**src/rtl/pipe_stage_skid.sv**
```systemverilog
// pipe_stage_skid: parametrised pipeline stage register with a 2-entry skid
// buffer and full valid/ready handshakes on both sides.
//
// Handshake: a beat moves when valid & ready are both high at a rising clock
// edge. A valid source holds valid and data steady until the beat moves.
// in_ready is a flop output, so an upstream stall never sees a combinational
// path from out_ready or flush.
//
// Storage: the main register M drives out_*. The skid register S catches the
// beat that was accepted while M was stalled. The FSM state is encoded as
// the entry count, so the occupancy output also exposes the state for
// debug: EMPTY=0, ONE=1, FULL=2.
//
// Optional feature (macro PIPE_STAGE_STATS_EN): saturating stall_cycles and
// flush_drops counters. Flush does not clear them; only reset does.
module pipe_stage_skid #(
    parameter int                DATA_W     = 64,
    parameter logic [DATA_W-1:0] RESET_DATA = '0,
    parameter int                CNT_W      = 32
) (
    input  logic              clock,
    input  logic              reset,
    input  logic              in_valid,
    output logic              in_ready,
    input  logic [DATA_W-1:0] in_data,
    input  logic              flush,
    output logic              out_valid,
    input  logic              out_ready,
    output logic [DATA_W-1:0] out_data,
    output logic [1:0]        occupancy
`ifdef PIPE_STAGE_STATS_EN
    ,
    output logic [CNT_W-1:0]  stall_cycles,
    output logic [CNT_W-1:0]  flush_drops
`endif
);

    // The state value equals the number of held entries.
    typedef enum logic [1:0] {
        EMPTY = 2'd0,
        ONE   = 2'd1,
        FULL  = 2'd2
    } state_t;

    state_t            state_q;
    state_t            state_d;
    logic [DATA_W-1:0] main_data_q;
    logic [DATA_W-1:0] skid_data_q;
    logic              in_ready_q;

    logic              in_fire;
    logic              out_fire;
    logic              main_load_in;
    logic              main_load_skid;
    logic              skid_load;

    assign in_ready  = in_ready_q;
    assign out_valid = (state_q != EMPTY);
    assign out_data  = main_data_q;
    assign occupancy = state_q;

    assign in_fire   = in_valid & in_ready_q;
    assign out_fire  = out_valid & out_ready;

    // State register.
    always_ff @(posedge clock) begin
        if (reset) begin
            state_q <= EMPTY;
        end else begin
            state_q <= state_d;
        end
    end

    // Next-state and register-load decode; flush overrides everything.
    always_comb begin
        state_d        = state_q;
        main_load_in   = 1'b0;
        main_load_skid = 1'b0;
        skid_load      = 1'b0;
        case (state_q)
            EMPTY: begin
                if (in_fire) begin
                    state_d      = ONE;
                    main_load_in = 1'b1;
                end
            end
            ONE: begin
                if (in_fire && out_fire) begin
                    main_load_in = 1'b1;
                end else if (in_fire) begin
                    state_d   = FULL;
                    skid_load = 1'b1;
                end else if (out_fire) begin
                    state_d = EMPTY;
                end
            end
            FULL: begin
                // in_ready is low here, so only the drain side can move.
                if (out_fire) begin
                    state_d        = ONE;
                    main_load_skid = 1'b1;
                end
            end
            default: begin
                state_d = EMPTY;
            end
        endcase
        // A flushed beat is consumed but discarded; data registers keep
        // their old contents, only the valid state is killed.
        if (flush) begin
            state_d        = EMPTY;
            main_load_in   = 1'b0;
            main_load_skid = 1'b0;
            skid_load      = 1'b0;
        end
    end

    // Upstream ready is registered: low exactly when the skid entry is held.
    always_ff @(posedge clock) begin
        if (reset) begin
            in_ready_q <= 1'b1;
        end else begin
            in_ready_q <= (state_d != FULL);
        end
    end

    // Main payload register: loads from upstream or from the skid entry.
    always_ff @(posedge clock) begin
        if (reset) begin
            main_data_q <= RESET_DATA;
        end else if (main_load_in) begin
            main_data_q <= in_data;
        end else if (main_load_skid) begin
            main_data_q <= skid_data_q;
        end
    end

    // Skid payload register: catches the beat accepted during a stall.
    always_ff @(posedge clock) begin
        if (reset) begin
            skid_data_q <= RESET_DATA;
        end else if (skid_load) begin
            skid_data_q <= in_data;
        end
    end

`ifdef PIPE_STAGE_STATS_EN
    logic [2:0]     drop_count;
    logic [CNT_W:0] drop_sum;

    // Entries lost to a flush: held entries not delivered this cycle plus
    // any beat accepted from upstream in the same cycle.
    always_comb begin
        drop_count = {1'b0, occupancy} - {2'b00, out_fire} + {2'b00, in_fire};
        drop_sum   = {1'b0, flush_drops} + {{(CNT_W-2){1'b0}}, drop_count};
    end

    // Stall counter: one per cycle the output is held back, saturating.
    always_ff @(posedge clock) begin
        if (reset) begin
            stall_cycles <= '0;
        end else if (out_valid && !out_ready && (stall_cycles != '1)) begin
            stall_cycles <= stall_cycles + 1'b1;
        end
    end

    // Flush drop counter: accumulates discarded entries, saturating.
    always_ff @(posedge clock) begin
        if (reset) begin
            flush_drops <= '0;
        end else if (flush) begin
            if (drop_sum[CNT_W]) begin
                flush_drops <= '1;
            end else begin
                flush_drops <= drop_sum[CNT_W-1:0];
            end
        end
    end
`endif

endmodule
```
**config.mk**
```make
export PLATFORM = sky130hd
export DESIGN_NAME = pipe_stage_skid
export DESIGN_NICKNAME = d
export VERILOG_FILES = /design/src/rtl/pipe_stage_skid.sv
export SDC_FILE = /design/constraint.sdc
export NUM_CORES = 1
export LEC_CHECK = 0
export BUFFER_PORTS_ARGS = -buffer_cell sky130_fd_sc_hd__buf_4
export CAP_MARGIN = 20
export CORE_MARGIN = 2
export CORE_UTILIZATION = 45
export CTS_BUF_LIST = sky130_fd_sc_hd__clkbuf_4 sky130_fd_sc_hd__clkbuf_8
export CTS_CLUSTER_SIZE = 24
export DETAILED_ROUTE_END_ITERATION = 8
export HOLD_SLACK_MARGIN = 0.12
export PLACE_DENSITY = 0.75
export REMOVE_ABC_BUFFERS = 1
export SLEW_MARGIN = 20
export SYNTH_ARGS = -nofsm -noshare
export SYNTH_HDL_FRONTEND = slang
export SYNTH_SLANG_ARGS = --single-unit
```
**constraint.sdc**
```tcl
create_clock -name clock -period 5.35 [get_ports clock]
set_clock_uncertainty 0.2 [all_clocks]
set_input_delay 0 -clock clock [delete_from_list [all_inputs] [get_ports clock]]
set_output_delay 0 -clock clock [all_outputs]
set_load 0.1 [all_outputs]
```
==> reports/qor.yml <==
status: "complete, no violations"
drtIter0Drc: 383
detail_route.wl_per_cell_um: 14.8
syn_area_per_cell_um2: 8.53
yosysWarnings: 0
cts-root-buf: "clkbuf_8"
place_ws_ns: 2.54
synth-seq-cells: 131
num_antenna_cells: 0
hpwl_um: 8150
drtAntennaViolNets: 0
grt_max_degree: 69
clk_latency_ns: 0.44
path_class: "flop to flop"
met3_usage: 0.0659
route.detailed.drc: 0
boundaryPins: 137
cts_tree: "yes"
grt_pass1_vias: 5211
finalNetCount: 924
whs_ns: 0.176
timing.final.crit_share: 0.537
ir_drop_mv: 0.234
grt_pass1_wl_um: 24300
grt_antenna_before_repair: 0
cap_viol_max_count: 0
grt_use_met1: 0.278
netlist_area_mm2: 0.00555
row_count: 40
start_util: 0.462
worstMarginPinSlew_ns: 0.881
fin_ws_ns: 2.48
slew_headroom: 0.412
setup_viol: 0
area.growth.synth_to_final_pct: 41.7
gr-total-overflow: 0
hold_violations: 0
yosysUniqueCellTypes: 24
startpoint_type: "flop"
leakagePower_nw: 3.07
slew_violations: 0
dieWidth_um: 115
drt_pass1_iterations: 5
die-area_mm2: 0.0132
p_clk_frac: 0.349
p_comb_frac: 0.219
busiest_layer: "met2"
critPathRequiredTime_ns: 5.49
clock_sinks: 131
power_switching_mw: 0.752
crit_arrival_ns: 3.02
worstSetupEndpointType: "flop"
core_mm2: 0.0120
met2_usage: 0.389
vias: 5298
synthCells: 651
seqPwrFrac: 0.432
viasPerCell: 5.22
cts.htree.levels: 4
switching_share: 0.313
final_common_cell: "nand2_1"
cts.clk_slew.worst_paths_ns: 0.07
cts_resized: 0
power_density_mw_per_mm2: 306
cts_buffers: 17
rsz0062_at_grt: "false"
placed_cells: 882
max_clock_freq_mhz: 348
yosysSeqAreaShare: 0.472
layout_common_cells: "257 x nand2_1, 140 x buf_4, 131 x dfxtp_1"
cp_max_fo: 68
fin_util: 0.655
finalNonFillerCells: 1015
finalCriticalPeriod_ns: 2.87
p_int_mw: 1.65
holdCritPathClass: "primary input to flop"
routed_wl_um: 15000
clk_path_buf_depth: 2
portBuffers: 136
grtUsageTotal: 0.230
setup_tns_ns: 0
drive_gt1_frac: 0.270
die_y_um: 115
gp_congestion: 0.743
[power groups by stage]
stage / registers (mW) / logic, mW / clock network (mW)
global route: 1.04 / 0.549 / 0.903
global placement: 1.06 / 0.474 / 0
finish: 1.04 / 0.526 / 0.839
detailed placement: 1.06 / 0.480 / 0
floorplan: 1.30 / 0.0941 / 0
CTS: 1.04 / 0.524 / 0.855
[metrics by stage]
step | power, mW | area [µm²]
2_1_floorplan | 1.40 | 5180
3_3_place_gp | 1.53 | 6430
3_5_place_dp | 1.54 | 6440
4_1_cts | 2.42 | 7850
5_1_grt | 2.49 | 7870
6_report | 2.40 | 7870
[cell families after synthesis]
family / Yosys count / share of synthesized area
AO/OA/AOI/OAI: 130 / 0.223
buffers and inverters: 57 / 0.0670
flip-flops: 131 / 0.472
multiplexers: 2 / 0.00361
AND/OR/NAND/NOR: 331 / 0.234
[synthesized netlist by cell type, drive strengths merged]
| cell | count | area [µm²] |
|---|---|---|
| clkbuf | 28 | 105 |
| a21oi | 65 | 325 |
| nor2b | 1 | 13.8 |
| or2 | 1 | 6.26 |
| a311oi | 64 | 905 |
| nand3b | 1 | 7.51 |
| mux2i | 2 | 20.0 |
| and4bb | 1 | 12.5 |
| and3b | 2 | 17.5 |
| nor2 | 64 | 240 |
| inv | 1 | 3.75 |
| dfxtp | 131 | 2620 |
| nand2 | 257 | 965 |
| buf | 28 | 263 |
| nand4bb | 1 | 11.3 |
| o22a | 1 | 8.76 |
| or4 | 2 | 18.8 |
| nor3 | 1 | 5.00 |
[path summary, 6_finish.rpt]
check                               start                      endpoint  slack [ns]  depth (start not counted)
min                           in_data[44]  skid_data_q[44]$_SDFFE_PP0P_        0.18                          4
max reg2reg       occupancy[0]$_SDFF_PP0_     out_data[32]$_SDFFE_PP0P_        2.48                          5
min reg2reg  skid_data_q[32]$_SDFFE_PP0P_  skid_data_q[32]$_SDFFE_PP0P_        0.26                          2
max               occupancy[0]$_SDFF_PP0_     out_data[32]$_SDFFE_PP0P_        2.48                          5
[registers in the layout, summed over array words and instances, names as in the netlist]
name,count
in_ready,1
skid_data_q,64
occupancy,2
out_data,64
[critical path: stages, from the launching register on]
cell      delay [ns]
dfxtp_1         0.45
nor2b_4         0.23
or4_4           0.63
buf_4           0.79
nor2_1          0.14
a311oi_2        0.27
[routing by layer]
metal / vias to the layer above / wire length, µm
li1: 2598 / -
met1: 2521 / 6480
met2: 158 / 7480
met3: 21 / 839
met4: 0 / 226
met5: - / 0
[cell type report]
type,count,area (µm²)
sequential,131,2620
fill,926,4150
clock buffer,29,368
tap,147,184
multi-input combinational,463,2580
timing repair buffer,241,2070
inverter,1,3.75
clock inverter,3,40.0
[repair_timing]
item / in CTS / in global routing
buffers inserted: 0 / 0
hold endpoints to repair: 131 / 0
hold buffers: 100 / 0
Note: power is estimated with default switching activity, not from simulation.
